`src/rtl/seq_window_mapper.sv`:
```
// seq_window_mapper: generates K strided addresses (base + j*stride) mod SIZE,
//   then builds the inverse map (address -> lowest generating slot, hit flag)
//   by scanning LANES addresses per cycle.
// Latency: NCH = SIZE/LANES cycles from accept to done_valid.
// Backpressure: a single request in flight; start_ready is low outside IDLE and
//   results hold in DONE until done_ready.
// Ports:
//   clk, rst                  clock, synchronous active-high reset
//   start_valid/start_ready   request handshake carrying base, stride
//   nums                      registered generated addresses, slot j at [j*AW +: AW]
//   map_idx, map_hit          inverse map, address v at [v*IW +: IW] / bit v
//   done_valid/done_ready     result handshake
//   busy                      high while SCAN or DONE
module seq_window_mapper #(
  parameter int SIZE  = 16,
  parameter int K     = 8,
  parameter int LANES = 4,
  localparam int AW   = $clog2(SIZE),
  localparam int IW   = $clog2(K),
  localparam int NCH  = SIZE / LANES
) (
  input  logic                 clk,
  input  logic                 rst,
  input  logic                 start_valid,
  output logic                 start_ready,
  input  logic [AW-1:0]        base,
  input  logic [AW-1:0]        stride,
  output logic [AW*K-1:0]      nums,
  output logic [SIZE*IW-1:0]   map_idx,
  output logic [SIZE-1:0]      map_hit,
  output logic                 done_valid,
  input  logic                 done_ready,
  output logic                 busy
);

  localparam int CW = (NCH > 1) ? $clog2(NCH) : 1;

  typedef enum logic [1:0] {
    IDLE = 2'd0,
    SCAN = 2'd1,
    DONE = 2'd2
  } state_e;

  state_e              state_q, state_d;
  logic [AW*K-1:0]     nums_q, nums_d;
  logic [SIZE*IW-1:0]  idx_q, idx_d;
  logic [SIZE-1:0]     hit_q, hit_d;
  logic [CW-1:0]       chunk_q, chunk_d;

  // Per-lane scratch for the comparator tree.
  logic [AW-1:0]       lane_addr;
  logic                lane_hit;
  logic [IW-1:0]       lane_idx;

  always_comb begin
    state_d   = state_q;
    nums_d    = nums_q;
    idx_d     = idx_q;
    hit_d     = hit_q;
    chunk_d   = chunk_q;
    lane_addr = '0;
    lane_hit  = 1'b0;
    lane_idx  = '0;

    case (state_q)
      IDLE: begin
        if (start_valid) begin
          // Truncation to AW bits gives the mod-SIZE wrap for free.
          for (int j = 0; j < K; j++) begin
            nums_d[j*AW +: AW] = base + AW'(j) * stride;
          end
          idx_d   = '0;
          hit_d   = '0;
          chunk_d = '0;
          state_d = SCAN;
        end
      end

      SCAN: begin
        for (int l = 0; l < LANES; l++) begin
          lane_addr = AW'(int'(chunk_q) * LANES + l);
          lane_hit  = 1'b0;
          lane_idx  = '0;
          // Walk slots high to low so the lowest matching slot is the one left standing.
          for (int j = K - 1; j >= 0; j--) begin
            if (nums_q[j*AW +: AW] == lane_addr) begin
              lane_hit = 1'b1;
              lane_idx = IW'(j);
            end
          end
          hit_d[lane_addr]                = lane_hit;
          idx_d[int'(lane_addr)*IW +: IW] = lane_idx;
        end
        if (chunk_q == CW'(NCH - 1)) begin
          chunk_d = '0;
          state_d = DONE;
        end else begin
          chunk_d = chunk_q + CW'(1);
        end
      end

      DONE: begin
        if (done_ready) begin
          state_d = IDLE;
        end
      end

      default: state_d = IDLE;
    endcase
  end

  always_ff @(posedge clk) begin
    if (rst) begin
      state_q <= IDLE;
      nums_q  <= '0;
      idx_q   <= '0;
      hit_q   <= '0;
      chunk_q <= '0;
    end else begin
      state_q <= state_d;
      nums_q  <= nums_d;
      idx_q   <= idx_d;
      hit_q   <= hit_d;
      chunk_q <= chunk_d;
    end
  end

  assign start_ready = (state_q == IDLE);
  assign busy        = (state_q != IDLE);
  assign done_valid  = (state_q == DONE);
  assign nums        = nums_q;
  assign map_idx     = idx_q;
  assign map_hit     = hit_q;

endmodule

```
`config.mk`:
```
export PLATFORM = sky130hd
export DESIGN_NAME = seq_window_mapper
export DESIGN_NICKNAME = d
export VERILOG_FILES = /design/src/rtl/seq_window_mapper.sv
export SDC_FILE = /design/constraint.sdc
export NUM_CORES = 1
export LEC_CHECK = 0
export ABC_AREA = 1
export BUFFER_PORTS_ARGS = -buffer_cell sky130_fd_sc_hd__buf_4
export CAP_MARGIN = 10
export CORE_MARGIN = 2
export CORE_UTILIZATION = 43
export DETAILED_ROUTE_END_ITERATION = 10
export PLACE_DENSITY = 0.73
export SLEW_MARGIN = 20
export SYNTH_ARGS = -nofsm -noshare
export SYNTH_HDL_FRONTEND = slang
export SYNTH_SLANG_ARGS = --single-unit
export TNS_END_PERCENT = 5
```
`constraint.sdc`:
```
create_clock -name clk -period 5.6 [get_ports clk]
set_input_delay 1.4 -clock clk [delete_from_list [all_inputs] [get_ports clk]]
set_output_delay 1.4 -clock clk [all_outputs]
set_load 0.02 [all_outputs]
```
==> impl_metrics.json <==
{
  "irDropWorstVdd_mv": 0.134,
  "synth_top_area_share_pct": 34.9,
  "drive_gt1_share_pct": 23.1,
  "grt_pass1_vias": 4327,
  "seq_area_frac_synth_pct": 34.9,
  "clk-insertion-delay-late_ns": 0.35,
  "worstPathArrival_ns": 3.62,
  "relSlewSlack_pct": 29.7,
  "path_buf_inv": 3,
  "setup_tns_ns": 0,
  "fp.dieH_um": 114,
  "avgSynthCellArea_um2": 7.37,
  "path_common_cell": "fa_1",
  "post_cts_buffers": 0,
  "crit_slowest_cell": "fa_1",
  "ctsHtreeMaxLevel": 3,
  "io_buffers": 110,
  "vias": 4848,
  "place.gp.congestion": 0.887,
  "cts_buffers": 9,
  "cts_hold_buf": 0,
  "netlist_instances": 701,
  "skew_ns": 0.0112,
  "reg2reg_from": "chunk_q[0]",
  "root_buffer": "clkbuf_16",
  "clock.fmax_mhz": 294,
  "yosys_most_used_dff": "dfxtp_1",
  "fin_cells": 942,
  "worstPathCellList": "buf_4 -> fa_1 -> inv_1 -> fa_1 -> inv_1 -> fa_1 -> xor2_1 -> xnor2_1 -> xor2_1 -> a21oi_1",
  "die_x_um": 114,
  "cts_sinks": 90,
  "dp_cells": 926,
  "end_kind": "register",
  "cts_tree": "built",
  "grt_use_total_pct": 21.2,
  "ys_seq_elements": 90,
  "crit_fanout": 7,
  "antenna_found_initial": 0,
  "row_count": 40,
  "synthDistinctLibCells": 41,
  "status": "finished, final reports clean",
  "vias_per_cell": 5.15,
  "hp-start": "map_idx[0]",
  "synth_edf_count": 0,
  "ios": 111,
  "dp_hpwl_um": 10400,
  "diodes": 0,
  "slew_violations": 0,
  "crit_path_start": "stride[0]",
  "synth_area_mm2": 0.00516,
  "yosysWarnings": 0,
  "yosysTopAreaCell": "dfxtp_1",
  "async_flop_share_pct": 0,
  "drt-wirelength-per-cell_um": 14.5,
  "start_util_pct": 43.5,
  "dr.pass1.iters": 5,
  "grt_overflow": 0,
  "postRouteAntennaNets": 0,
  "clkTransAtPathRegs_ns": 0.07,
  "hold_path_class": "reg2reg",
  "period_needed_ns": 3.40,
  "syn_to_final_growth_pct": 22.2,
  "final_nets": 831,
  "critical_path_class": "in2reg",
  "drc_errors": 0,
  "max_stage_delay_ns": 0.54,
  "worstPathRequired_ns": 5.82,
  "syn_nets": 742,
  "setup_violations": 0,
  "crit_family": "adder cells",
  "rsz0062_at_grt": "false",
  "post_cts_resized": 0,
  "start_kind": "primary input",
  "final.period_utilization_pct": 60.7,
  "power_density_mw_per_mm2": 294,
  "clockBufferDepth": 2,
  "die_area_mm2": 0.0129,
  "maxCapViolations": 0,
  "worstMarginPinSlew_ns": 1.05,
  "drt-initial-drc-count": 439,
  "p_leak_uw": 0.00279,
  "synth.area.top_cells": "dfxtp_1 (35%), nand2_1 (13%), a21oi_1 (7.8%), ha_1 (4.6%), inv_1 (4.6%)",
  "core-area_mm2": 0.0119,
  "wirelength_um": 13700,
  "hold_violations": 0,
  "grt_pass1_wl_um": 21600,
  "reg2reg_slack_ns": 2.38,
  "grt_max_degree": 70
}
cells by family (layout without fill, tap and decap cells):
kind of cell             Yosys count  count (layout)  synth area share, %
AND/OR/NAND/NOR                  318             318                 28.6
AO/OA/AOI/OAI                    127             127                 13.2
buffers and inverters            103             197                 8.50
flip-flops                        90              90                 34.9
XOR/XNOR                          34              34                 6.35
adder cells (fa/ha/maj)           29              29                 8.48
sequential cells by signal (all words and copies together) (netlist names):
register,count
map_idx,48
nums,22
map_hit,16
chunk_q,2
state_q,2
layout make-up:
type / instances / area, µm²
fill: 1177 / 5550
multi-input combinational: 508 / 2920
sequential: 90 / 1800
timing repair buffer: 111 / 833
inverter: 70 / 263
clock buffer: 9 / 225
tap: 147 / 184
clock inverter: 7 / 81.3
path summary, 6_finish.rpt:
| path | to | cells after the start |
|---|---|---|
| max | nums[31] | 10 |
| min | map_idx[0] | 2 |
| max reg2reg | map_idx[28] | 12 |
| min reg2reg | map_idx[0] | 2 |
worst register-to-register path: stages, from the launching register on:
cell and delay [ns]:
dfxtp_1 1.02, clkinv_1 0.16, buf_4 0.26, ha_1 0.37
ha_1 0.40, inv_1 0.12, nor2_1 0.06, inv_1 0.09
nor2_1 0.07, a21oi_1 0.23, inv_1 0.12, o21ai_0 0.16
a31oi_1 0.06
stage by stage:
step	hold WS [ns]	area, µm²	power [µW]	util, %	setup slack (ns)
2_1_floorplan	0.540	5160	1080	-	2.10
3_3_place_gp	0.454	6000	1230	50.6	1.89
3_5_place_dp	0.457	6000	1230	50.6	1.82
4_1_cts	0.467	6310	1860	53.2	2.19
5_1_grt	0.476	6310	1940	53.2	2.10
6_report	0.465	6310	1850	53.2	2.20
where the power goes:
group / total, µW / leakage [µW] / switching (µW) / internal (µW)
clock network: 634 / 0.000153 / 280 / 354
registers: 708 / 0.000732 / 40.8 / 668
logic: 512 / 0.00190 / 339 / 173
placed cells by master (no fill, tap or decap), types with 5 or more instances in the layout:
cell / netlist / layout
nand2_1: 178 / 178
buf_4: 11 / 111
dfxtp_1: 90 / 90
a21oi_1: 80 / 80
inv_1: 63 / 63
nor2_1: 52 / 52
nand3_1: 31 / 31
o21ai_0: 28 / 28
ha_1: 19 / 19
nor2_2: 18 / 18
xor2_1: 15 / 15
xnor2_1: 15 / 15
fa_1: 10 / 10
clkbuf_16: 0 / 9
nand4_1: 8 / 8
nand2_2: 7 / 7
nor3_2: 5 / 5
o211ai_1: 5 / 5
metal layers:
layer | up-vias | track usage, % | share of wire [%]
met2 | 173 | 33.5 | 46
met3 | 35 | 4.25 | 6.2
met1 | 2210 | 28.8 | 45
met4 | 0 | 8.13 | 2.7
li1 | 2430 | - | -
met5 | - | 0 | 0
synthesized netlist by cell type, types with 2 or more instances:
| cell | number |
|---|---|
| a21oi_1 | 80 |
| a21oi_2 | 4 |
| buf_1 | 2 |
| buf_2 | 3 |
| buf_4 | 11 |
| clkbuf_1 | 16 |
| clkinv_1 | 3 |
| dfxtp_1 | 90 |
| fa_1 | 10 |
| ha_1 | 19 |
| inv_1 | 63 |
| inv_2 | 4 |
| nand2_1 | 178 |
| nand2_2 | 7 |
| nand2_4 | 2 |
| nand3_1 | 31 |
| nand3_2 | 4 |
| nand4_1 | 8 |
| nor2_1 | 52 |
| nor2_2 | 18 |
| nor3_1 | 4 |
| nor3_2 | 5 |
| nor3_4 | 2 |
| nor4_2 | 4 |
| o211ai_1 | 5 |
| o21ai_0 | 28 |
| o21ai_1 | 3 |
| o21bai_1 | 2 |
| xnor2_1 | 15 |
| xnor2_2 | 2 |
| xor2_1 | 15 |
| xor2_2 | 2 |
Power figures use the tool's default switching activity.
